[src/rtl/vga_csel_debounce_pkg.sv]
`default_nettype none
// ============================================================================
//  Module   : vga_csel_debounce_pkg
//  Purpose  : Shared constants and types for the VGA colour-select front end:
//             dot-clock rate, sync polarities, default debounce length and
//             the colour-select vector type.
//  Ports    : none (package)
//  Revision : 1.0 - initial release
// ============================================================================
package vga_csel_debounce_pkg;

    // Dot clock of the VGA pipeline; all timing constants derive from it.
    localparam int unsigned C_DOTCLK_HZ = 25_000_000;

    // Sync polarities as driven by the encoder (0 = active-low).
    localparam bit C_VGA_HSYNC_POL = 1'b0;
    localparam bit C_VGA_VSYNC_POL = 1'b0;

    // 10 ms of stability at the dot clock before a switch change is believed.
    localparam int unsigned C_DEBOUNCE_CYCLES = C_DOTCLK_HZ / 100;
    localparam int unsigned C_DEBOUNCE_CNT_W  = 18;

    localparam int unsigned C_CSEL_W = 8;

    typedef logic [C_CSEL_W-1:0] csel_t;

endpackage : vga_csel_debounce_pkg
`default_nettype wire

[src/rtl/vga_csel_debounce_switch_debounce.sv]
`default_nettype none
// ============================================================================
//  Module   : switch_debounce
//  Purpose  : Single-bit debouncer. Q follows D only after D has differed
//             from Q on DEBOUNCE_CYCLES consecutive rising edges; any sample
//             equal to Q restarts the count, so short glitches are rejected.
//  Ports    : CLK  in  dot clock
//             RST  in  synchronous reset, active-high
//             D    in  synchronised raw switch bit
//             Q    out debounced bit (registered)
//  Revision : 1.0 - initial release
// ============================================================================
module switch_debounce #(
    parameter int unsigned DEBOUNCE_CYCLES = 250000,
    parameter int unsigned CNT_W           = 18,
    parameter bit          RST_VAL         = 1'b0
) (
    input  logic CLK,
    input  logic RST,
    input  logic D,
    output logic Q
);

    // Terminal count: the edge that sees this count with D still different
    // is the DEBOUNCE_CYCLES-th consecutive differing sample.
    localparam logic [CNT_W-1:0] C_CNT_MAX = CNT_W'(DEBOUNCE_CYCLES - 1);

    logic [CNT_W-1:0] r_cnt;
    logic             r_q;

    always_ff @(posedge CLK) begin
        if (RST) begin
            r_cnt <= '0;
            r_q   <= RST_VAL;
        end else if (D == r_q) begin
            r_cnt <= '0;
        end else if (r_cnt == C_CNT_MAX) begin
            r_q   <= D;
            r_cnt <= '0;
        end else begin
            r_cnt <= r_cnt + 1'b1;
        end
    end

    assign Q = r_q;

endmodule : switch_debounce
`default_nettype wire

[src/rtl/vga_csel_debounce.sv]
`default_nettype none
// ============================================================================
//  Module   : vga_csel_debounce
//  Purpose  : Debounces the 8 synchronised colour-select switches and applies
//             the debounced value to CSEL only at the start of vertical sync,
//             so a colour change never tears mid-frame.
//  Ports    : CLK       in   25 MHz dot clock
//             RST       in   synchronous reset, active-high
//             SW[7:0]   in   switch bits, already synchronised to CLK
//             VSYNC     in   vertical sync, active level = VSYNC_POL
//             CSEL[7:0] out  frame-aligned debounced colour select
//             CSEL_UPD  out  one-cycle pulse when CSEL changes value
//             PENDING   out  debounced value differs from CSEL
//  Revision : 1.0 - initial release
// ============================================================================
module vga_csel_debounce
    import vga_csel_debounce_pkg::*;
#(
    parameter int unsigned DEBOUNCE_CYCLES = C_DEBOUNCE_CYCLES,
    parameter int unsigned CNT_W           = C_DEBOUNCE_CNT_W,
    parameter logic [7:0]  RESET_CSEL      = 8'h00,
    parameter bit          VSYNC_POL       = C_VGA_VSYNC_POL
) (
    input  logic       CLK,
    input  logic       RST,
    input  logic [7:0] SW,
    input  logic       VSYNC,
    output logic [7:0] CSEL,
    output logic       CSEL_UPD,
    output logic       PENDING
);

    csel_t w_stable;
    csel_t r_csel;
    logic  r_csel_upd;
    logic  r_pending;
    logic  r_vs_q;
    logic  w_vs_start;

    for (genvar gi = 0; gi < 8; gi++) begin : g_bit
        switch_debounce #(
            .DEBOUNCE_CYCLES (DEBOUNCE_CYCLES),
            .CNT_W           (CNT_W),
            .RST_VAL         (RESET_CSEL[gi])
        ) u_switch_debounce (
            .CLK (CLK),
            .RST (RST),
            .D   (SW[gi]),
            .Q   (w_stable[gi])
        );
    end

    // Leading edge of the active VSYNC level. The history register resets to
    // the inactive level so a VSYNC already active at reset release still
    // counts as a genuine frame start rather than being missed.
    assign w_vs_start = (r_vs_q == ~VSYNC_POL) && (VSYNC == VSYNC_POL);

    always_ff @(posedge CLK) begin
        if (RST) begin
            r_vs_q     <= ~VSYNC_POL;
            r_csel     <= RESET_CSEL;
            r_csel_upd <= 1'b0;
            r_pending  <= 1'b0;
        end else begin
            r_vs_q <= VSYNC;
            // w_stable here is the pre-edge value: a debounced change landing
            // on the same edge as the frame start waits one more frame.
            if (w_vs_start) begin
                r_csel     <= w_stable;
                r_csel_upd <= (w_stable != r_csel);
            end else begin
                r_csel_upd <= 1'b0;
            end
            r_pending <= (w_stable != r_csel);
        end
    end

    assign CSEL     = r_csel;
    assign CSEL_UPD = r_csel_upd;
    assign PENDING  = r_pending;

endmodule : vga_csel_debounce
`default_nettype wire
[config.mk]
export PLATFORM = sky130hd
export DESIGN_NAME = vga_csel_debounce
export DESIGN_NICKNAME = d
export VERILOG_FILES = /design/src/rtl/vga_csel_debounce_pkg.sv /design/src/rtl/vga_csel_debounce_switch_debounce.sv /design/src/rtl/vga_csel_debounce.sv
export SDC_FILE = /design/constraint.sdc
export NUM_CORES = 1
export LEC_CHECK = 0
export CAP_MARGIN = 5
export CORE_MARGIN = 4
export CORE_UTILIZATION = 40
export CTS_CLUSTER_SIZE = 25
export DETAILED_ROUTE_END_ITERATION = 7
export PLACE_DENSITY = 0.66
export SYNTH_ARGS = -nofsm -noshare
export SYNTH_HDL_FRONTEND = slang
export SYNTH_SLANG_ARGS = --single-unit
[constraint.sdc]
create_clock -name CLK -period 4.1 [get_ports CLK]
set_input_delay 0.41 -clock CLK [delete_from_list [all_inputs] [get_ports CLK]]
set_output_delay 0.41 -clock CLK [all_outputs]
set_load 0.005 [all_outputs]
==> run metrics <==
area occupied by multi-input gates=3860 sq um; initial antenna violation count=0; Max-slew headroom=20.7%; largest net degree at the start of global routing=20; CTS resizes=0; first-pass GRT wire length=23.7 mm; setup violators final=0; final hold slack=456 ps; Register Area=3260 sq um; number of port buffers=20; Worst-path clk slew=60 ps; via count=5580; share of the yosys chip area belonging to registers=44.7%; clock root cell=clkbuf_16; CP Max Fanout=18; vias in the first global route=5170; number of H-tree levels=4; crit path launch type=register; Initial Utilization=40.6%; post-place setup slack=1680 ps; DRT Wirelength=13.5 mm; Hold/Removal Path Class=reg2reg; die height=143 microns; Final Max Slew Viols=0; Worst Setup End Kind=register; setup TNS=0 ps; Unique masters post-synth=39; Filler cells=1792; DRC viols=0; power density cells=366 nW/um^2; Setup Buffers After CTS=0; ys async rst share=0%; EDFF count, synth=0; Hold Fails Final Rpt=0; crit path time final=2340 ps; Worst VDD drop=0.000298 V; outcome=finished, final reports clean; RSZ-0062 raised after global routing=no; row count=49; GRT Util Overall=14.1%; Lkg Pwr=2.44 nW; ys flop type=dfxtp_1; FF+latch count, synth=163; worst setup margin=1760 ps; via/cell ratio=5.07; Ys Warns=0; critical path type=reg2reg; HPWL Detailed=9.39 mm; worst path required time=4380 ps; Mapped Area=7290 sq um; layout cells sized above 1=3.79%; CTS tree=yes; CORE AREA=18000 sq um; I/O pin count=21; First-pass DRT Iterations=4; CTS buffer count=17; Nets=884; Post-Syn Area per Cell=8.63 sq um; Design Power=2.99 mW; period utilization=57.1%; CTS Sinks=163; antenna-violating nets left=0; Die W=143 microns; final core occ=45.5%; synth-to-layout area growth=12.1%; final setup skew=4.98 ps; DRT iter0 DRCs=257; die area=20500 sq um; worst-margin pin slew=1180 ps; worst reg2reg path depth=5; syn_nets=864; hold_buf cts=0; GP Congestion=0.759; f_max=427 MHz; global route total overflow=0; Mapped Cells=845; ant diodes=0; Clk Latency, worst-skew pair=420 ps; Wirelength per Cell=12.3 microns; critical path data arrival time=2620 ps; Max Root-Sink Buffers=2; MaxCap Viol Count=0; WHS Path Cells=1
[final timing paths]
path,from,endpoint,slack (ps)
max,g_bit[0].u_switch_debounce.r_cnt[0],g_bit[0].u_switch_debounce.r_cnt[10],1760
min,g_bit[1].u_switch_debounce.r_cnt[0],g_bit[1].u_switch_debounce.r_cnt[0],460
max reg2reg,g_bit[0].u_switch_debounce.r_cnt[0],g_bit[0].u_switch_debounce.r_cnt[10],1760
min reg2reg,g_bit[1].u_switch_debounce.r_cnt[0],g_bit[1].u_switch_debounce.r_cnt[0],460
[cell usage in the layout, fill, tap and decap left out, types with 3 or more instances in the layout]
cell type and n:
and4_1 10, ha_1 8, or3_1 9, nand2_1 52, a21oi_1 23, and3_1 6
nand2b_1 8, o21ai_1 3, clkbuf_16 17, xor2_1 43, nor4b_1 11, mux2i_1 4
o31ai_1 7, nor2_1 157, xnor2_1 87, o21ai_0 11, clkbuf_1 5, nor4_1 41
dfxtp_1 163, nand3_1 47, and2_1 3, clkdlybuf4s50_1 20, nand4_1 45, o41ai_1 3
or4_1 14, nor3_1 23, inv_1 23, o21ai_2 4, nor2b_1 6
[critical path, cell delays in order, from the launching register on]
cell,delay (ps)
dfxtp_1,380
ha_1,200
nand3_1,270
or4_1,600
o21ai_2,630
nor2_1,110
[area by class of cell]
cell class                      instances  area share [%]
Clock buffer                           23            5.60
Clock inverter                          2           0.122
Inverter                               23            1.06
Multi-Input combinational cell        638            47.2
Sequential cell                       163            39.9
Tap cell                              229            3.50
Timing Repair Buffer                   22            2.63
[routing by layer]
layer,track usage (%),routed length [microns],vias to the layer above
li1,-,-,2984
met1,18.9,7000,2527
met2,21.6,5890,55
met3,4.12,446,14
met4,4.95,192,0
met5,0,0,-
[where the power goes]
group          internal (mW)  leakage (nW)  switching [mW]  total [mW]
Clock                  0.762         0.230           0.563        1.33
Combinational         0.0233         0.890          0.0437      0.0669
Sequential              1.59          1.31         0.00762        1.60
Total                   2.38          2.44           0.614        2.99
[stage by stage]
stage / cell area, sq um / instances
floorplan: 7290 / 845
global placement: 7710 / 1075
detailed placement: 7710 / 1075
CTS: 8180 / 1100
global route: 8180 / 1100
finish: 8180 / 1100
[registers in the layout (all words and copies together) (netlist names)]
name,count
g_bit.u_switch_debounce.r_cnt,144
g_bit.u_switch_debounce.Q,8
r_vs_q,1
CSEL,8
CSEL_UPD,1
PENDING,1
[cell families after synthesis]
| family | count (synthesis) | synth area share, % |
|---|---|---|
| XOR/XNOR | 130 | 15.6 |
| adder cells (fa/ha/maj) | 8 | 1.37 |
| multiplexers | 4 | 0.549 |
| AO/OA/AOI/OAI | 52 | 4.32 |
| flip-flops | 163 | 44.7 |
| buffers and inverters | 44 | 2.37 |
| AND/OR/NAND/NOR | 444 | 31.0 |
[Yosys cell counts, drive strengths merged, types with 5 or more instances]
cell type | number | area (sq um)
a21oi | 23 | 115
and3 | 6 | 37.5
and4 | 10 | 87.6
buf | 5 | 26.3
clkbuf | 16 | 60.1
dfxtp | 163 | 3260
ha | 8 | 100
inv | 23 | 86.3
nand2 | 52 | 195
nand2b | 8 | 50.1
nand3 | 47 | 235
nand4 | 45 | 282
nor2 | 157 | 589
nor2b | 6 | 37.5
nor3 | 23 | 115
nor4 | 41 | 257
nor4b | 11 | 96.3
o21ai | 18 | 105
o31ai | 7 | 52.6
or3 | 9 | 56.3
or4 | 15 | 116
xnor2 | 87 | 762
xor2 | 43 | 377
Power figures use the tool's default switching activity.
